## config.mk

```make
export PLATFORM = sky130hd
export DESIGN_NAME = memory_stage
export DESIGN_NICKNAME = d
export VERILOG_FILES = /design/src/rtl/memory_stage.sv
export SDC_FILE = /design/constraint.sdc
export NUM_CORES = 1
export LEC_CHECK = 0
export CAP_MARGIN = 20
export CORE_MARGIN = 2
export CORE_UTILIZATION = 35
export CTS_BUF_LIST = sky130_fd_sc_hd__clkbuf_2
export DETAILED_ROUTE_END_ITERATION = 10
export PLACE_DENSITY = 0.67
export SLEW_MARGIN = 10
export SYNTH_ARGS = -nofsm -noshare
export SYNTH_HDL_FRONTEND = slang
export SYNTH_SLANG_ARGS = --single-unit
```

## constraint.sdc

```tcl
create_clock -name clk -period 3.84 [get_ports clk]
set_input_delay 0.768 -clock clk [delete_from_list [all_inputs] [get_ports clk]]
set_output_delay 0.768 -clock clk [all_outputs]
set_load 0.005 [all_outputs]
```

## src/rtl/memory_stage.sv

```systemverilog
// Memory stage: issues one data-memory request per aligned load/store, formats
// store lanes and extracts load data; non-memory ops pass straight to writeback.
module memory_stage #(
  parameter int WORD_W = 32,
  parameter int REG_W  = 5
) (
  input  logic              clk,
  input  logic              rst,
  input  logic              execute_memory_v,
  input  logic [WORD_W-1:0] execute_memory_result,
  input  logic [WORD_W-1:0] execute_memory_store_data,
  input  logic [REG_W-1:0]  execute_memory_rd,
  input  logic              execute_memory_rd_w_v,
  input  logic              execute_memory_ld_v,
  input  logic              execute_memory_st_v,
  input  logic [2:0]        execute_memory_size,
  output logic              memory_stall,
  output logic              dmem_req_v,
  input  logic              dmem_req_ready,
  output logic              dmem_we,
  output logic [WORD_W-1:0] dmem_addr,
  output logic [WORD_W-1:0] dmem_wdata,
  output logic [3:0]        dmem_be,
  input  logic              dmem_resp_v,
  input  logic [WORD_W-1:0] dmem_rdata,
  output logic              memory_writeback_v,
  output logic [REG_W-1:0]  memory_writeback_rd,
  output logic [WORD_W-1:0] memory_writeback_result,
  output logic              memory_writeback_rd_w_v,
  output logic              memory_misaligned
);

  typedef enum logic [1:0] {S_IDLE, S_REQ, S_WAIT} state_t;

  state_t r_state;
  state_t w_state_nxt;

  // Op fields captured on acceptance
  logic [WORD_W-1:0] r_addr;
  logic [WORD_W-1:0] r_sdata;
  logic [REG_W-1:0]  r_rd;
  logic              r_rd_w_v;
  logic              r_ld;
  logic              r_st;
  logic [2:0]        r_size;

  logic              r_wb_v;
  logic              r_wb_rd_w_v;
  logic              r_misaligned;
  logic [REG_W-1:0]  r_wb_rd;
  logic [WORD_W-1:0] r_wb_result;

  logic              w_accept;
  logic              w_is_mem;
  logic              w_in_misaligned;
  logic              w_wb_v;
  logic              w_wb_rd_w_v;
  logic              w_misaligned;
  logic [REG_W-1:0]  w_wb_rd;
  logic [WORD_W-1:0] w_wb_result;
  logic [WORD_W-1:0] w_load_data;
  logic [7:0]        w_ld_byte;
  logic [15:0]       w_ld_half;

  assign memory_stall = (r_state != S_IDLE);
  assign w_accept     = execute_memory_v && !memory_stall;
  assign w_is_mem     = execute_memory_ld_v || execute_memory_st_v;

  always_comb begin
    w_in_misaligned = 1'b0;
    if (w_is_mem) begin
      case (execute_memory_size[1:0])
        2'b00:   w_in_misaligned = 1'b0;
        2'b01:   w_in_misaligned = execute_memory_result[0];
        default: w_in_misaligned = |execute_memory_result[1:0];
      endcase
    end
  end

  always_ff @(posedge clk or posedge rst) begin
    if (rst) begin
      r_addr   <= '0;
      r_sdata  <= '0;
      r_rd     <= '0;
      r_rd_w_v <= 1'b0;
      r_ld     <= 1'b0;
      r_st     <= 1'b0;
      r_size   <= '0;
    end else if (w_accept) begin
      r_addr   <= execute_memory_result;
      r_sdata  <= execute_memory_store_data;
      r_rd     <= execute_memory_rd;
      r_rd_w_v <= execute_memory_rd_w_v;
      r_ld     <= execute_memory_ld_v;
      r_st     <= execute_memory_st_v;
      r_size   <= execute_memory_size;
    end
  end

  always_ff @(posedge clk or posedge rst) begin
    if (rst) r_state <= S_IDLE;
    else     r_state <= w_state_nxt;
  end

  // Next state plus the writeback that retires on this edge, if any
  always_comb begin
    w_state_nxt  = r_state;
    w_wb_v       = 1'b0;
    w_misaligned = 1'b0;
    w_wb_rd      = r_rd;
    w_wb_rd_w_v  = 1'b0;
    w_wb_result  = r_addr;
    case (r_state)
      S_IDLE: begin
        if (w_accept) begin
          if (!w_is_mem) begin
            w_wb_v      = 1'b1;
            w_wb_rd     = execute_memory_rd;
            w_wb_rd_w_v = execute_memory_rd_w_v;
            w_wb_result = execute_memory_result;
          end else if (w_in_misaligned) begin
            w_wb_v       = 1'b1;
            w_misaligned = 1'b1;
            w_wb_rd      = execute_memory_rd;
            w_wb_result  = execute_memory_result;
          end else begin
            w_state_nxt = S_REQ;
          end
        end
      end
      S_REQ: begin
        if (dmem_req_ready) begin
          if (r_ld) begin
            w_state_nxt = S_WAIT;
          end else begin
            w_state_nxt = S_IDLE;
            w_wb_v      = 1'b1;
          end
        end
      end
      S_WAIT: begin
        if (dmem_resp_v) begin
          w_state_nxt = S_IDLE;
          w_wb_v      = 1'b1;
          w_wb_rd_w_v = r_rd_w_v;
          w_wb_result = w_load_data;
        end
      end
      default: w_state_nxt = S_IDLE;
    endcase
  end

  always_ff @(posedge clk or posedge rst) begin
    if (rst) begin
      r_wb_v       <= 1'b0;
      r_misaligned <= 1'b0;
      r_wb_rd      <= '0;
      r_wb_result  <= '0;
      r_wb_rd_w_v  <= 1'b0;
    end else begin
      r_wb_v       <= w_wb_v;
      r_misaligned <= w_misaligned;
      if (w_wb_v) begin
        r_wb_rd     <= w_wb_rd;
        r_wb_result <= w_wb_result;
        r_wb_rd_w_v <= w_wb_rd_w_v;
      end
    end
  end

  assign dmem_req_v = (r_state == S_REQ);
  assign dmem_we    = dmem_req_v && r_st;
  assign dmem_addr  = {r_addr[WORD_W-1:2], 2'b00};

  always_comb begin
    dmem_be    = 4'b1111;
    dmem_wdata = r_sdata;
    case (r_size[1:0])
      2'b00: begin
        dmem_be    = 4'b0001 << r_addr[1:0];
        dmem_wdata = {4{r_sdata[7:0]}};
      end
      2'b01: begin
        dmem_be    = 4'b0011 << {r_addr[1], 1'b0};
        dmem_wdata = {2{r_sdata[15:0]}};
      end
      default: begin
        dmem_be    = 4'b1111;
        dmem_wdata = r_sdata;
      end
    endcase
  end

  always_comb begin
    case (r_addr[1:0])
      2'b00:   w_ld_byte = dmem_rdata[7:0];
      2'b01:   w_ld_byte = dmem_rdata[15:8];
      2'b10:   w_ld_byte = dmem_rdata[23:16];
      default: w_ld_byte = dmem_rdata[31:24];
    endcase
    w_ld_half = r_addr[1] ? dmem_rdata[31:16] : dmem_rdata[15:0];
    // size[2] marks the unsigned variants
    case (r_size[1:0])
      2'b00:   w_load_data = {{(WORD_W-8){w_ld_byte[7] & ~r_size[2]}}, w_ld_byte};
      2'b01:   w_load_data = {{(WORD_W-16){w_ld_half[15] & ~r_size[2]}}, w_ld_half};
      default: w_load_data = dmem_rdata;
    endcase
  end

  assign memory_writeback_v       = r_wb_v;
  assign memory_writeback_rd      = r_wb_rd;
  assign memory_writeback_result  = r_wb_result;
  assign memory_writeback_rd_w_v  = r_wb_rd_w_v;
  assign memory_misaligned        = r_misaligned;

endmodule

```

==> results of run 1 <==
==> synthesized netlist by cell type (9+ instances only) <==
master	instances
buf_2	12
a2111oi_2	10
nor2_1	39
o21ai_0	28
a31oi_1	12
o22ai_1	18
clkbuf_1	24
a21oi_1	11
buf_1	9
dfrtp_1	117
mux2i_1	11
nor2b_1	15
buf_4	42
mux2_2	9
nand2_1	285
==> kinds of logic after synthesis <==
| family | Yosys count | share of synthesized area |
|---|---|---|
| other | 1 | 0.000584 |
| AO/OA/AOI/OAI | 137 | 0.161 |
| flip-flops | 117 | 0.456 |
| AND/OR/NAND/NOR | 366 | 0.236 |
| multiplexers | 29 | 0.0592 |
| buffers and inverters | 97 | 0.0871 |
==> final cells by class <==
type	count	area [um2]	share of cell area
multi-input combinational	534	2950	0.335
inverter	7	30.0	0.00342
clock inverter	12	185	0.0211
sequential	117	2930	0.333
tap	229	287	0.0326
clock buffer	19	95.1	0.0108
timing repair buffer	232	2320	0.264
==> power breakdown <==
| part | internal [mW] | leakage, nW | switching (mW) |
|---|---|---|---|
| sequential | 1.61 | 1.40 | 0.335 |
| clock | 0.485 | 0.160 | 0.479 |
| combinational | 1.23 | 2.27 | 0.926 |
==> how the worst min path moves through the flow <==
stage | from | to | slack [ns] | depth (start not counted)
floorplan | r_st$_DFFE_PP0P_ | r_st$_DFFE_PP0P_ | 0.44 | 2
global placement | r_sdata[22]$_DFFE_PP0P_ | r_sdata[22]$_DFFE_PP0P_ | 0.45 | 2
detailed placement | r_sdata[22]$_DFFE_PP0P_ | r_sdata[22]$_DFFE_PP0P_ | 0.46 | 2
CTS | execute_memory_store_data[19] | r_sdata[19]$_DFFE_PP0P_ | 0.48 | 3
global route | execute_memory_store_data[8] | r_sdata[8]$_DFFE_PP0P_ | 0.49 | 3
finish | r_st$_DFFE_PP0P_ | r_st$_DFFE_PP0P_ | 0.49 | 2
==> worst register-to-register path: stages, from the launching register on <==
cell,delay (ns)
dfrtp_1,0.62
nand2b_1,0.24
inv_2,0.08
nand3b_1,0.08
buf_4,0.26
nand3_4,0.52
buf_4,0.45
o22a_1,0.21
==> metal layers <==
layer / vias up / wire length [um]
met5: - / 0
met4: 0 / 461
met3: 36 / 1940
met2: 272 / 9690
met1: 2867 / 8950
li1: 2824 / -
==> sequential cells by signal, indices dropped and copies added, names as in the netlist, 2 cells and up <==
register	cells
r_state	2
r_sdata	32
r_addr	32
memory_writeback_result	32
r_rd	5
memory_writeback_rd	5
r_size	3
==> flow_summary.toml, run 1 <==
[outcome]
status = "completed"

[routing]
routed_wl_mm = 21.0
drcViolationCount = 0
dr.pass1.iters = 5
antenna_left = 0
drt-initial-drc-count = 499
num_vias = 5999
avgRoutedWirePerCell_um = 18.3
vias_per_cell = 5.22

[clock_network]
clkSlewWorstSetupHoldPaths_ns = 0.16
cts_resized = 0
numCtsBuffers = 17
cts_tree = "done"
htree_levels = 4
cts_sinks = 117
ctsHoldBuffers = 0
cts.root.buffer_cell = "clkbuf_2"
clk-insertion-delay-late_ns = 0.70
cts_buffer_depth = 2
postCtsSetupBuffers = 0

[place]
placed_area_um2 = 8510
place_congestion = 0.828
port_buffers = 220
dpl.hpwl_mm = 14.9
dp_cells = 1119
pre_cts_slack_ns = 0.808

[global_route]
grt-ovfl-total = 0
antenna_found_initial = 0
top_usage_layer = "met2"
first_global_vias = 5980
grt_use_total = 0.217
grt_pass1_wl_mm = 33.3
grt_use_met1 = 0.285
grt_max_degree = 81
grtUsageMet3 = 0.0723
use_met2 = 0.340

[cells_and_area]
final_core_util = 0.489
fillers = 1740
drive_gt1_frac = 0.0879
insertedDiodeCount = 0
nets = 1021
area_growth_pct = 36.9
final_common_cell = "nand2_1"
final_cell_mix = "nand2_1 (285), clkdlybuf4s50_1 (220), dfrtp_1 (117), nor2_1 (39), o21ai_0 (28)"
design_area_um2 = 8790
final_cell_count_no_fill = 1150

[worst_setup_path]
cp_num_cells = 4
worst-endpoint-arrival_ns = 2.72
critPathTopFamily = "buffers and inverters"
required_ns = 3.07
critPathKind = "reg -> out"
cp_max_fo = 18
crit_path_end_kind = "primary output"
worstSetupStartpointType = "flip-flop"
crit_buf_inv = 2
crit_chain = "buf_4, nor2b_1, o21ai_1, clkdlybuf4s50_1"
r2r-end = "memory_writeback_result[13]$_DFFE_PP0P_"
crit_end = "dmem_be[0]"
r2r_start = "r_state[0]$_DFFE_PP0P_"
r2r_cells = 7
cpMaxStageDelayCell = "dfrtp_1"
cp-startpoint = "r_size[0]$_DFFE_PP0P_"
r2r_slack_ns = 1.32
slowest_delay_ns = 0.76

[sta]
setup_tns_ns = 0
fmaxAchievable_mhz = 287
tightestPinTransition_ns = 0.960
rsz0062_at_grt = "false"
hold_viol_final = 0
timing.final.ws_setup_ns = 0.356
period_share = 0.907
setup_viol = 0
max_slew_margin = 0.360
final_max_slew_viol_count = 0
finalClockSkew_ns = 0.0306
worst_hold_slack_ns = 0.491
post-route-min-period_ns = 3.48

[logic_synthesis]
synth.top_cells.by_area = "dfrtp_1 (46%), nand2_1 (17%), buf_4 (4.9%)"
synth-edff-count = 0
ys_seq_area_frac = 0.456
synthesis.area_um2 = 6420
ys.flop_type = "dfrtp_1"
syn_inst = 747
ys_warn_count = 0
yosys.area.top_type = "dfrtp_1"
async_reset_ff_frac = 1.00
synth.avg_cell_area_um2 = 8.59
yosysUniqueCellTypes = 54
synth_seq_cells = 117
synth_top_area_frac = 0.456

[power]
p_leak_nw = 3.83
ir_worst_vdd_uv = 271
power_density_nw_per_um2 = 576
power.total_mw = 5.07

[die]
pin_count = 223
rows = 49
dieArea_um2 = 19400
start_util = 0.357
dieWidth_um = 139
die_h_um = 139
core_um2 = 18000

[flow_run]
max_cap_violations = 0

[hold_path]
worst_hold_path_type = "reg -> reg"
(Power assumes the default switching activity.)
==> run 2: changes to the inputs <==
--- a/config.mk
+++ b/config.mk
@@ -5,6 +5,7 @@
 export SDC_FILE = /design/constraint.sdc
 export NUM_CORES = 1
 export LEC_CHECK = 0
+export ABC_CLOCK_PERIOD_IN_PS = 3840
 export CAP_MARGIN = 20
 export CORE_MARGIN = 2
 export CORE_UTILIZATION = 35
==> results of run 2 <==
Same layout as run 1: the final DEF is identical, and so are final timing and power.
==> run 3: changes to the inputs <==
--- a/config.mk
+++ b/config.mk
@@ -7,7 +7,6 @@
 export LEC_CHECK = 0
 export ABC_CLOCK_PERIOD_IN_PS = 3840
 export CAP_MARGIN = 20
-export CORE_MARGIN = 2
 export CORE_UTILIZATION = 35
 export CTS_BUF_LIST = sky130_fd_sc_hd__clkbuf_2
 export DETAILED_ROUTE_END_ITERATION = 10
==> flow_summary.toml, run 3 (synthesis results as in run 1) <==
[outcome]
status = "completed"

[die]
pin_count = 223
core_um2 = 18000
die_h_um = 137
dieWidth_um = 137
dieArea_um2 = 18900
start_util = 0.357
rows = 49

[power]
p_switching_mw = 1.74
p_int_mw = 3.20
p_seq_frac = 0.396
clkPwrFrac = 0.170
comb_power_share = 0.434
power_density_nw_per_um2 = 565
ir_worst_vdd_uv = 262
p_leak_nw = 3.82
power_switching_share = 0.353

[sta]
finalClockSkew_ns = 0.0357
final_max_slew_viol_count = 0
max_slew_margin = 0.382
period_share = 0.914
fmaxAchievable_mhz = 285
worst_hold_slack_ns = 0.435
post-route-min-period_ns = 3.51
tightestPinTransition_ns = 0.927
setup_viol = 0
hold_viol_final = 0
rsz0062_at_grt = "false"
setup_tns_ns = 0

[routing]
avgRoutedWirePerCell_um = 18.5
routed_wl_mm = 21.3
drcViolationCount = 0
dr.pass1.iters = 4
drt-initial-drc-count = 395
antenna_left = 0
num_vias = 6050
vias_per_cell = 5.25

[place]
dpl.hpwl_mm = 14.9
place_congestion = 0.821
port_buffers = 220
placed_area_um2 = 8510

[cells_and_area]
final_cell_mix = "nand2_1 (285), clkdlybuf4s50_1 (220), dfrtp_1 (117), nor2_1 (39), o21ai_0 (28)"
insertedDiodeCount = 0
design_area_um2 = 8740
final_common_cell = "nand2_1"
area_growth_pct = 36.2
nets = 1023
drive_gt1_frac = 0.0899

[hold_path]
worst_hold_path_type = "in -> async"

[clock_network]
ctsHoldBuffers = 0
cts_buffer_depth = 2
cts_sinks = 117
clk-insertion-delay-late_ns = 0.69
cts_tree = "done"
cts.root.buffer_cell = "clkbuf_2"
cts_resized = 0
clkSlewWorstSetupHoldPaths_ns = 0.18
htree_levels = 4
numCtsBuffers = 17
postCtsSetupBuffers = 0

[worst_setup_path]
cpMaxStageDelayCell = "dfrtp_1"
r2r_start = "r_size[1]$_DFFE_PP0P_"
r2r_cells = 6
slowest_delay_ns = 0.71
critPathKind = "reg -> out"
worst-endpoint-arrival_ns = 2.74
crit_buf_inv = 3
r2r_slack_ns = 1.35
critPathTopFamily = "buffers and inverters"
cp_num_cells = 4
worstSetupStartpointType = "flip-flop"
cp_max_fo = 30
crit_chain = "buf_4, inv_2, o21ai_0, clkdlybuf4s50_1"
required_ns = 3.07
crit_path_end_kind = "primary output"
r2r-end = "memory_writeback_result[31]$_DFFE_PP0P_"

[global_route]
grt_use_total = 0.234
grt_use_met1 = 0.293
grt_max_degree = 81
first_global_vias = 5903
grt-ovfl-total = 0
grt_pass1_wl_mm = 32.9
top_usage_layer = "met2"
antenna_found_initial = 0
use_met2 = 0.374
grtUsageMet3 = 0.0802

[flow_run]
max_cap_violations = 0
## run 3: cell count changes in the layout (fill, tap and decap cells not counted), sizes merged
cell    before  now
buf         12   14
bufinv       5    3
clkinv       5    6
clkbuf      19   20
## run 3: cell type report
| cell class | count | area [um2] |
|---|---|---|
| well taps | 229 | 287 |
| repair buffers | 234 | 2320 |
| multi-input cells | 534 | 2950 |
| clock buffers | 20 | 100 |
| inverters | 7 | 30.0 |
| fillers | 1759 | 9220 |
| clock inverters | 11 | 135 |
| flip-flops and latches | 117 | 2930 |
## run 3: worst max path at each step
stage                                      start                                      end  slack (ns)
after global placement    execute_memory_size[1]   memory_writeback_result[9]$_DFFE_PP0P_        0.69
after CTS                  r_size[1]$_DFFE_PP0P_                               dmem_be[1]        0.21
after detailed placement  execute_memory_size[1]  memory_writeback_result[10]$_DFFE_PP0P_        0.63
after floorplan                              rst              memory_misaligned$_DFF_PP0_        1.64
after global routing       r_size[1]$_DFFE_PP0P_                               dmem_be[1]        0.04
final                      r_size[1]$_DFFE_PP0P_                               dmem_be[1]        0.33
## run 3: power by group through the flow
stage / sequential [mW] / combinational, mW / clock, mW
global placement: 1.98 / 2.13 / 0
CTS: 1.96 / 2.17 / 0.864
detailed placement: 1.99 / 2.15 / 0
finish: 1.96 / 2.14 / 0.838
global route: 2.01 / 2.36 / 0.932
floorplan: 1.86 / 1.15 / 0
## run 3: metal layers
| metal | vias up | part of all wire | routed length (um) |
|---|---|---|---|
| met4 | 0 | 0.020 | 435 |
| li1 | 2829 | - | - |
| met3 | 35 | 0.10 | 2170 |
| met2 | 275 | 0.46 | 9880 |
| met1 | 2911 | 0.41 | 8830 |
| met5 | - | 0 | 0 |
## run 3: through the flow
| stage | instances | worst slack, ns | util | power (mW) |
|---|---|---|---|---|
| 2_1_floorplan | 748 | 1.64 | - | 3.01 |
| 3_3_place_gp | 1121 | 0.694 | 0.474 | 4.10 |
| 3_5_place_dp | 1121 | 0.630 | 0.474 | 4.14 |
| 4_1_cts | 1152 | 0.211 | 0.487 | 4.99 |
| 5_1_grt | 1152 | 0.0382 | 0.487 | 5.31 |
| 6_report | 1152 | 0.331 | 0.487 | 4.94 |
